`src/rtl/tetris_pkg.sv`:
```
// Shared definitions for the line-clear controller.
//  - grid geometry: 7 columns x 7 rows packed into 49 bits, row r at [7r+6:7r]
//  - controller state encoding
//  - default per-pass score values
package tetris_pkg;

  localparam int GRID_W    = 7;
  localparam int GRID_H    = 7;
  localparam int GRID_BITS = GRID_W * GRID_H;

  typedef enum logic [1:0] {
    ST_IDLE  = 2'd0,
    ST_SCAN  = 2'd1,
    ST_CLEAR = 2'd2,
    ST_DONE  = 2'd3
  } lc_state_e;

  localparam logic [15:0] SCORE_1_DEF = 16'd40;
  localparam logic [15:0] SCORE_2_DEF = 16'd100;
  localparam logic [15:0] SCORE_3_DEF = 16'd300;
  localparam logic [15:0] SCORE_4_DEF = 16'd1200;

endpackage

```
`src/rtl/row_full_detect.sv`:
```
// Combinational full-row finder.
//  grid_i     : 49-bit grid, row r at [7r+6:7r]
//  any_full_o : at least one row has all 7 cells set
//  hi_row_o   : index of the highest-numbered (lowest on screen) full row
module row_full_detect
  import tetris_pkg::*;
(
  input  logic [GRID_BITS-1:0] grid_i,
  output logic                 any_full_o,
  output logic [2:0]           hi_row_o
);

  logic [GRID_H-1:0] full;

  always_comb begin
    full     = '0;
    hi_row_o = 3'd0;
    for (int r = 0; r < GRID_H; r++) begin
      full[r] = &grid_i[GRID_W*r +: GRID_W];
    end
    // ascending scan, so the last match (highest index) wins
    for (int r = 0; r < GRID_H; r++) begin
      if (full[r]) hi_row_o = 3'(r);
    end
    any_full_o = |full;
  end

endmodule

```
`src/rtl/line_clear_ctrl.sv`:
```
// Line-clear controller: after a piece lands, repeatedly asks the external
// row shifter to remove the lowest full row until none remain, then reports
// the cleaned grid, the number of lines removed and a saturating score.
//  clk, reset          : clock, async active-high reset
//  start, grid_in      : begin a pass on grid_in (ignored while busy)
//  sh_grid/sh_row/sh_en: drive the shifter; sh_new_grid is its result
//  grid_out            : working grid, final when done pulses
//  busy, done          : pass in progress / one-cycle completion pulse
//  lines_cleared, score: rows removed in last pass, running total
//
//  state | meaning
//  IDLE  | waiting for start
//  SCAN  | look for a full row in the working grid
//  CLEAR | shifter removes sel_row; capture its result
//  DONE  | pulse done, add points for this pass
module line_clear_ctrl
  import tetris_pkg::*;
#(
  parameter logic [15:0] SCORE_1 = SCORE_1_DEF,
  parameter logic [15:0] SCORE_2 = SCORE_2_DEF,
  parameter logic [15:0] SCORE_3 = SCORE_3_DEF,
  parameter logic [15:0] SCORE_4 = SCORE_4_DEF
) (
  input  logic                 clk,
  input  logic                 reset,
  input  logic                 start,
  input  logic [GRID_BITS-1:0] grid_in,
  output logic [GRID_BITS-1:0] sh_grid,
  output logic [2:0]           sh_row,
  output logic                 sh_en,
  input  logic [GRID_BITS-1:0] sh_new_grid,
  output logic [GRID_BITS-1:0] grid_out,
  output logic                 busy,
  output logic                 done,
  output logic [2:0]           lines_cleared,
  output logic [15:0]          score
);

  lc_state_e            state_q, state_d;
  logic [GRID_BITS-1:0] work_q, work_d;
  logic [2:0]           sel_q, sel_d;
  logic [2:0]           lines_q, lines_d;
  logic [15:0]          score_q, score_d;

  logic                 any_full;
  logic [2:0]           hi_row;
  logic [15:0]          pts;
  logic [16:0]          score_sum;

  row_full_detect u_detect (
    .grid_i     (work_q),
    .any_full_o (any_full),
    .hi_row_o   (hi_row)
  );

  always_comb begin
    case (lines_q)
      3'd0:    pts = 16'd0;
      3'd1:    pts = SCORE_1;
      3'd2:    pts = SCORE_2;
      3'd3:    pts = SCORE_3;
      default: pts = SCORE_4;
    endcase
    score_sum = {1'b0, score_q} + {1'b0, pts};
  end

  always_ff @(posedge clk or posedge reset) begin
    if (reset) begin
      state_q <= ST_IDLE;
      work_q  <= '0;
      sel_q   <= '0;
      lines_q <= '0;
      score_q <= '0;
    end else begin
      state_q <= state_d;
      work_q  <= work_d;
      sel_q   <= sel_d;
      lines_q <= lines_d;
      score_q <= score_d;
    end
  end

  always_comb begin
    state_d = state_q;
    work_d  = work_q;
    sel_d   = sel_q;
    lines_d = lines_q;
    score_d = score_q;
    sh_en   = 1'b0;
    sh_row  = 3'd0;
    done    = 1'b0;
    case (state_q)
      ST_IDLE: begin
        if (start) begin
          work_d  = grid_in;
          lines_d = 3'd0;
          state_d = ST_SCAN;
        end
      end
      ST_SCAN: begin
        if (any_full) begin
          sel_d   = hi_row;
          state_d = ST_CLEAR;
        end else begin
          state_d = ST_DONE;
        end
      end
      ST_CLEAR: begin
        sh_en   = 1'b1;
        sh_row  = sel_q;
        work_d  = sh_new_grid;
        lines_d = lines_q + 3'd1;
        // always rescan: removing a row moves the remaining full rows down
        state_d = ST_SCAN;
      end
      ST_DONE: begin
        done    = 1'b1;
        score_d = score_sum[16] ? 16'hFFFF : score_sum[15:0];
        state_d = ST_IDLE;
      end
      default: state_d = ST_IDLE;
    endcase
  end

  assign sh_grid       = work_q;
  assign grid_out      = work_q;
  assign busy          = (state_q != ST_IDLE);
  assign lines_cleared = lines_q;
  assign score         = score_q;

endmodule

```
`config.mk`:
```
export PLATFORM = sky130hd
export DESIGN_NAME = line_clear_ctrl
export DESIGN_NICKNAME = d
export VERILOG_FILES = /design/src/rtl/tetris_pkg.sv /design/src/rtl/row_full_detect.sv /design/src/rtl/line_clear_ctrl.sv
export SDC_FILE = /design/constraint.sdc
export NUM_CORES = 1
export LEC_CHECK = 0
export CELL_PAD_IN_SITES_DETAIL_PLACEMENT = 2
export CELL_PAD_IN_SITES_GLOBAL_PLACEMENT = 2
export CORE_ASPECT_RATIO = 1.75
export CORE_MARGIN = 3
export CORE_UTILIZATION = 21
export CTS_CLUSTER_SIZE = 16
export DETAILED_ROUTE_END_ITERATION = 6
export PLACE_DENSITY_LB_ADDON = 0.1
export SLEW_MARGIN = 15
export SYNTH_ARGS = -nofsm -noshare
export SYNTH_HDL_FRONTEND = slang
export SYNTH_SLANG_ARGS = --single-unit
```
`constraint.sdc`:
```
create_clock -name clk -period 3.7 [get_ports clk]
set_clock_uncertainty 0.15 [all_clocks]
set_input_delay 0.37 -clock clk [delete_from_list [all_inputs] [get_ports clk]]
set_output_delay 0.37 -clock clk [all_outputs]
set_load 0.01 [all_outputs]
```
==> flow_metrics.tcl <==
set metrics [dict create \
    cp_max_fo 6 \
    synth_edf_count 0 \
    fp.dieW_um 119.1 \
    status "completed" \
    fp-row-count 71 \
    setup_viol 0 \
    crit_path_start_kind "flip-flop" \
    yosys.area_share.xor_xnor_pct 1.277 \
    initial_core_util_pct 21.60 \
    synth_cells 535 \
    clock.fmax_mhz 279.8 \
    fin_ws_ps 125.5 \
    synth_top_family_by_area "simple AND/OR/NAND/NOR gates" \
    synth-adder-area-share_pct 3.779 \
    slowest_stage "dfrtp_2" \
    yosysWarnings 0 \
    regToRegSetupSlack_ps 130 \
    track_usage_pct 17.18 \
    slowest_delay_ps 440 \
    crit_path_frequent_cell "ha_1" \
    grt_pass1_wl_um 32000 \
    coreArea_um2 21760 \
    post-synth-top-area-fraction_pct 38.32 \
    hold_violations 0 \
    ys_ff_latch 72 \
    critPathCaptureType "flip-flop" \
    synth_compound_area_share_pct 21.87 \
    wl_met2_um 12750 \
    required_ps 3770 \
    maxCapViolCount 0 \
    avgSynthCellArea_um2 8.789 \
    hold_slack_ps 336.8 \
    pre_cts_slack_ps -37.58 \
    die_y_um 204.0 \
    viasPerCell 4.741 \
    globalplace.congestion 0.8463 \
    p_leak_nw 3.031 \
    post-route-period-util_pct 96.61 \
    hp-class "primary input to async pin" \
    slew_headroom_pct 43.47 \
    numPortBuffers 223 \
    area_growth_pct 56.36 \
    synth_area_um2 4702 \
    grt.overflow.total 0 \
    drc 0 \
    synth.top_cells.by_area "dfrtp_1 (38%), and3b_1 (8.0%), buf_4 (8.0%), a21oi_1 (6.5%), o21ai_0 (6.4%)" \
    dieArea_um2 24290 \
    critical_path_arrival_ps 3640 \
    insertion_delay_ps 340 \
    yosys.area.top_type "dfrtp_1" \
    power_density_nw_per_um2 862.9 \
    cts-root-buf "clkbuf_16" \
    wl_per_cell_um 21.01 \
    critical_path_class "flip-flop to flip-flop" \
    clk_pin_slew_ps 60 \
    irDropWorstVdd_v 0.0002694 \
    dr.pass1.iters 5 \
    path_delay_family "compound AO/OA/AOI/OAI gates" \
    synth_ff_type "dfrtp_1" \
    nets 818 \
    wl_met3_um 753 \
    via_count 4769 \
    slew_viol_final 0 \
    synth.mux.area_fraction_pct 0.5588 \
    synth_fp_nets 647 \
    cts_buffers 9 \
    ant_nets 0 \
    clock-sinks 72 \
    grt_max_degree 53 \
    synth_simple_gate_area_share_pct 22.51 \
    cp_num_buf_inv 2 \
    cts_tree "built" \
    path_cells "inv_1, ha_1, nor2b_1, or2_2, ha_1, fa_2, a31o_2, a31oi_4, o211ai_4, a32oi_4, buf_6, o2111ai_1, o311a_1" \
    h-tree-depth 3 \
    drt_iter0_drc 144 \
    wirelength_um 21140 \
    synth_cell_type_count 62 \
    fillers 2407 \
    tightest_slew_ps 848.0 \
    ios 224 \
    first_global_vias 5482 \
    grt_antenna_before_repair 3 \
    synth_seq_area_share_pct 38.32 \
    top_layer "met4" \
    drive_gt1_share_pct 9.986 \
    min_period_ps 3575 \
    total_power_mw 6.344 \
    async_reset_ff_share_pct 100.0 \
    wl_met1_um 7138 \
    clockBufferDepth 2 \
    hpwl_um 16350 \
]
-- report_power, final --
part	switching [mW]	leakage [nW]	total, mW	internal (mW)
sequential	0.530	0.894	1.67	1.14
clock	0.351	0.159	0.947	0.596
combinational	1.83	1.98	3.72	1.90
-- worst reg2reg max path: cells and delay by family, from the launching register on --
| kind | cells | cell delay (ps) |
|---|---|---|
| buf+inv | 2 | 280 |
| fa+ha+maj | 3 | 890 |
| flops | 1 | 440 |
| compound gates | 6 | 1240 |
| simple gates | 2 | 450 |
-- state kept, by name (all words and copies together) (netlist names) --
name,cells
lines_cleared,3
score,15
grid_out,49
state_q,2
sel_q,3
-- cells by family after synthesis --
| group | after synthesis |
|---|---|
| flip-flops | 72 |
| AO/OA/AOI/OAI | 170 |
| multiplexers | 2 |
| AND/OR/NAND/NOR | 177 |
| buffers and inverters | 94 |
| XOR/XNOR | 6 |
| adder cells (fa/ha/maj) | 14 |
-- metrics by stage --
step | setup TNS, ps | cell area (µm²) | util [%] | instances
final | 0 | 7352 | 33.78 | 1006
after global routing | -26.10 | 7352 | 33.78 | 1006
after CTS | 0 | 7320 | 33.63 | 1001
after detailed placement | -50.72 | 6967 | 32.01 | 983
after global placement | 0 | 6967 | 32.01 | 983
after floorplan | 0 | 4743 | - | 535
-- path summary, 6_finish.rpt --
check                            startpoint           to  cells after the start
min reg2reg                        sel_q[2]     sel_q[2]                      2
max                        lines_cleared[0]     score[7]                     13
max in group asynchronous             reset  grid_out[3]                      3
min                                   reset     score[0]                      2
max reg2reg                lines_cleared[0]     score[7]                     13
min in group clk                   sel_q[2]     sel_q[2]                      2
-- area by class of cell --
| type | count | area, µm² | share of cell area, % |
|---|---|---|---|
| flip-flops and latches | 72 | 1808 | 24.59 |
| multi-input cells | 369 | 2421 | 32.93 |
| clock inverters | 2 | 35.03 | 0.4765 |
| repair buffers | 244 | 2392 | 32.54 |
| diodes | 3 | 7.507 | 0.1021 |
| inverters | 10 | 38.79 | 0.5276 |
| clock buffers | 14 | 284.0 | 3.863 |
| well taps | 292 | 365.4 | 4.969 |
-- per-layer routing --
layer	track usage (%)	vias to the layer above
met3	3.074	24
met2	35.77	134
met5	0	-
met4	6.216	0
li1	-	2201
met1	16.10	2410
-- synth_stat cells (2+ instances only) --
cell type  instances
nor3_1             4
and4_1             2
o311a_1            3
o31ai_1            2
o21ai_0           60
a21oi_1           61
a21o_1             3
xor2_1             2
nor2_1            21
or2_4              2
a31o_2             2
maj3_2             2
a31oi_1            7
o21a_1             3
and3b_1           43
ha_1              10
nand3_1            7
a22oi_1            6
dfrtp_1           72
buf_4             50
nand2b_1           6
inv_1              9
nor2b_1            8
or2_2              3
nand4_1           10
o21bai_1           3
nand2_1           54
and2_1             5
o211ai_1           3
buf_1              3
o2111ai_1          3
xnor2_1            3
clkbuf_1          29
o22ai_1            3
and3_1             4
-- placed cells by master, fill, tap and decap left out, types with 3 or more instances in the layout --
cell,n
o21ai_0,59
nor3_1,4
clkbuf_8,4
nand3_1,7
a22oi_1,6
nor2b_1,8
clkbuf_16,9
a21o_1,3
and3_1,4
o21a_1,3
o2111ai_1,3
nor2_1,21
buf_4,19
ha_4,3
nand4_1,10
o22ai_1,3
diode_2,3
nand2_1,54
o211ai_1,3
ha_1,7
a21oi_1,61
xnor2_1,3
dfrtp_2,5
a31oi_1,6
and2_1,5
and3b_1,43
or2_2,3
inv_1,8
clkdlybuf4s50_1,222
nand2b_1,6
o311a_1,3
dfrtp_1,67
-- repair_timing --
action                                  CTS  global route
hold buffers                              0             0
resized for setup                         4             4
cloned                                    0             0
pin swaps                                 1             2
endpoints found under the setup margin    2            10
buffers inserted                          2             2
(Power assumes the default switching activity.)
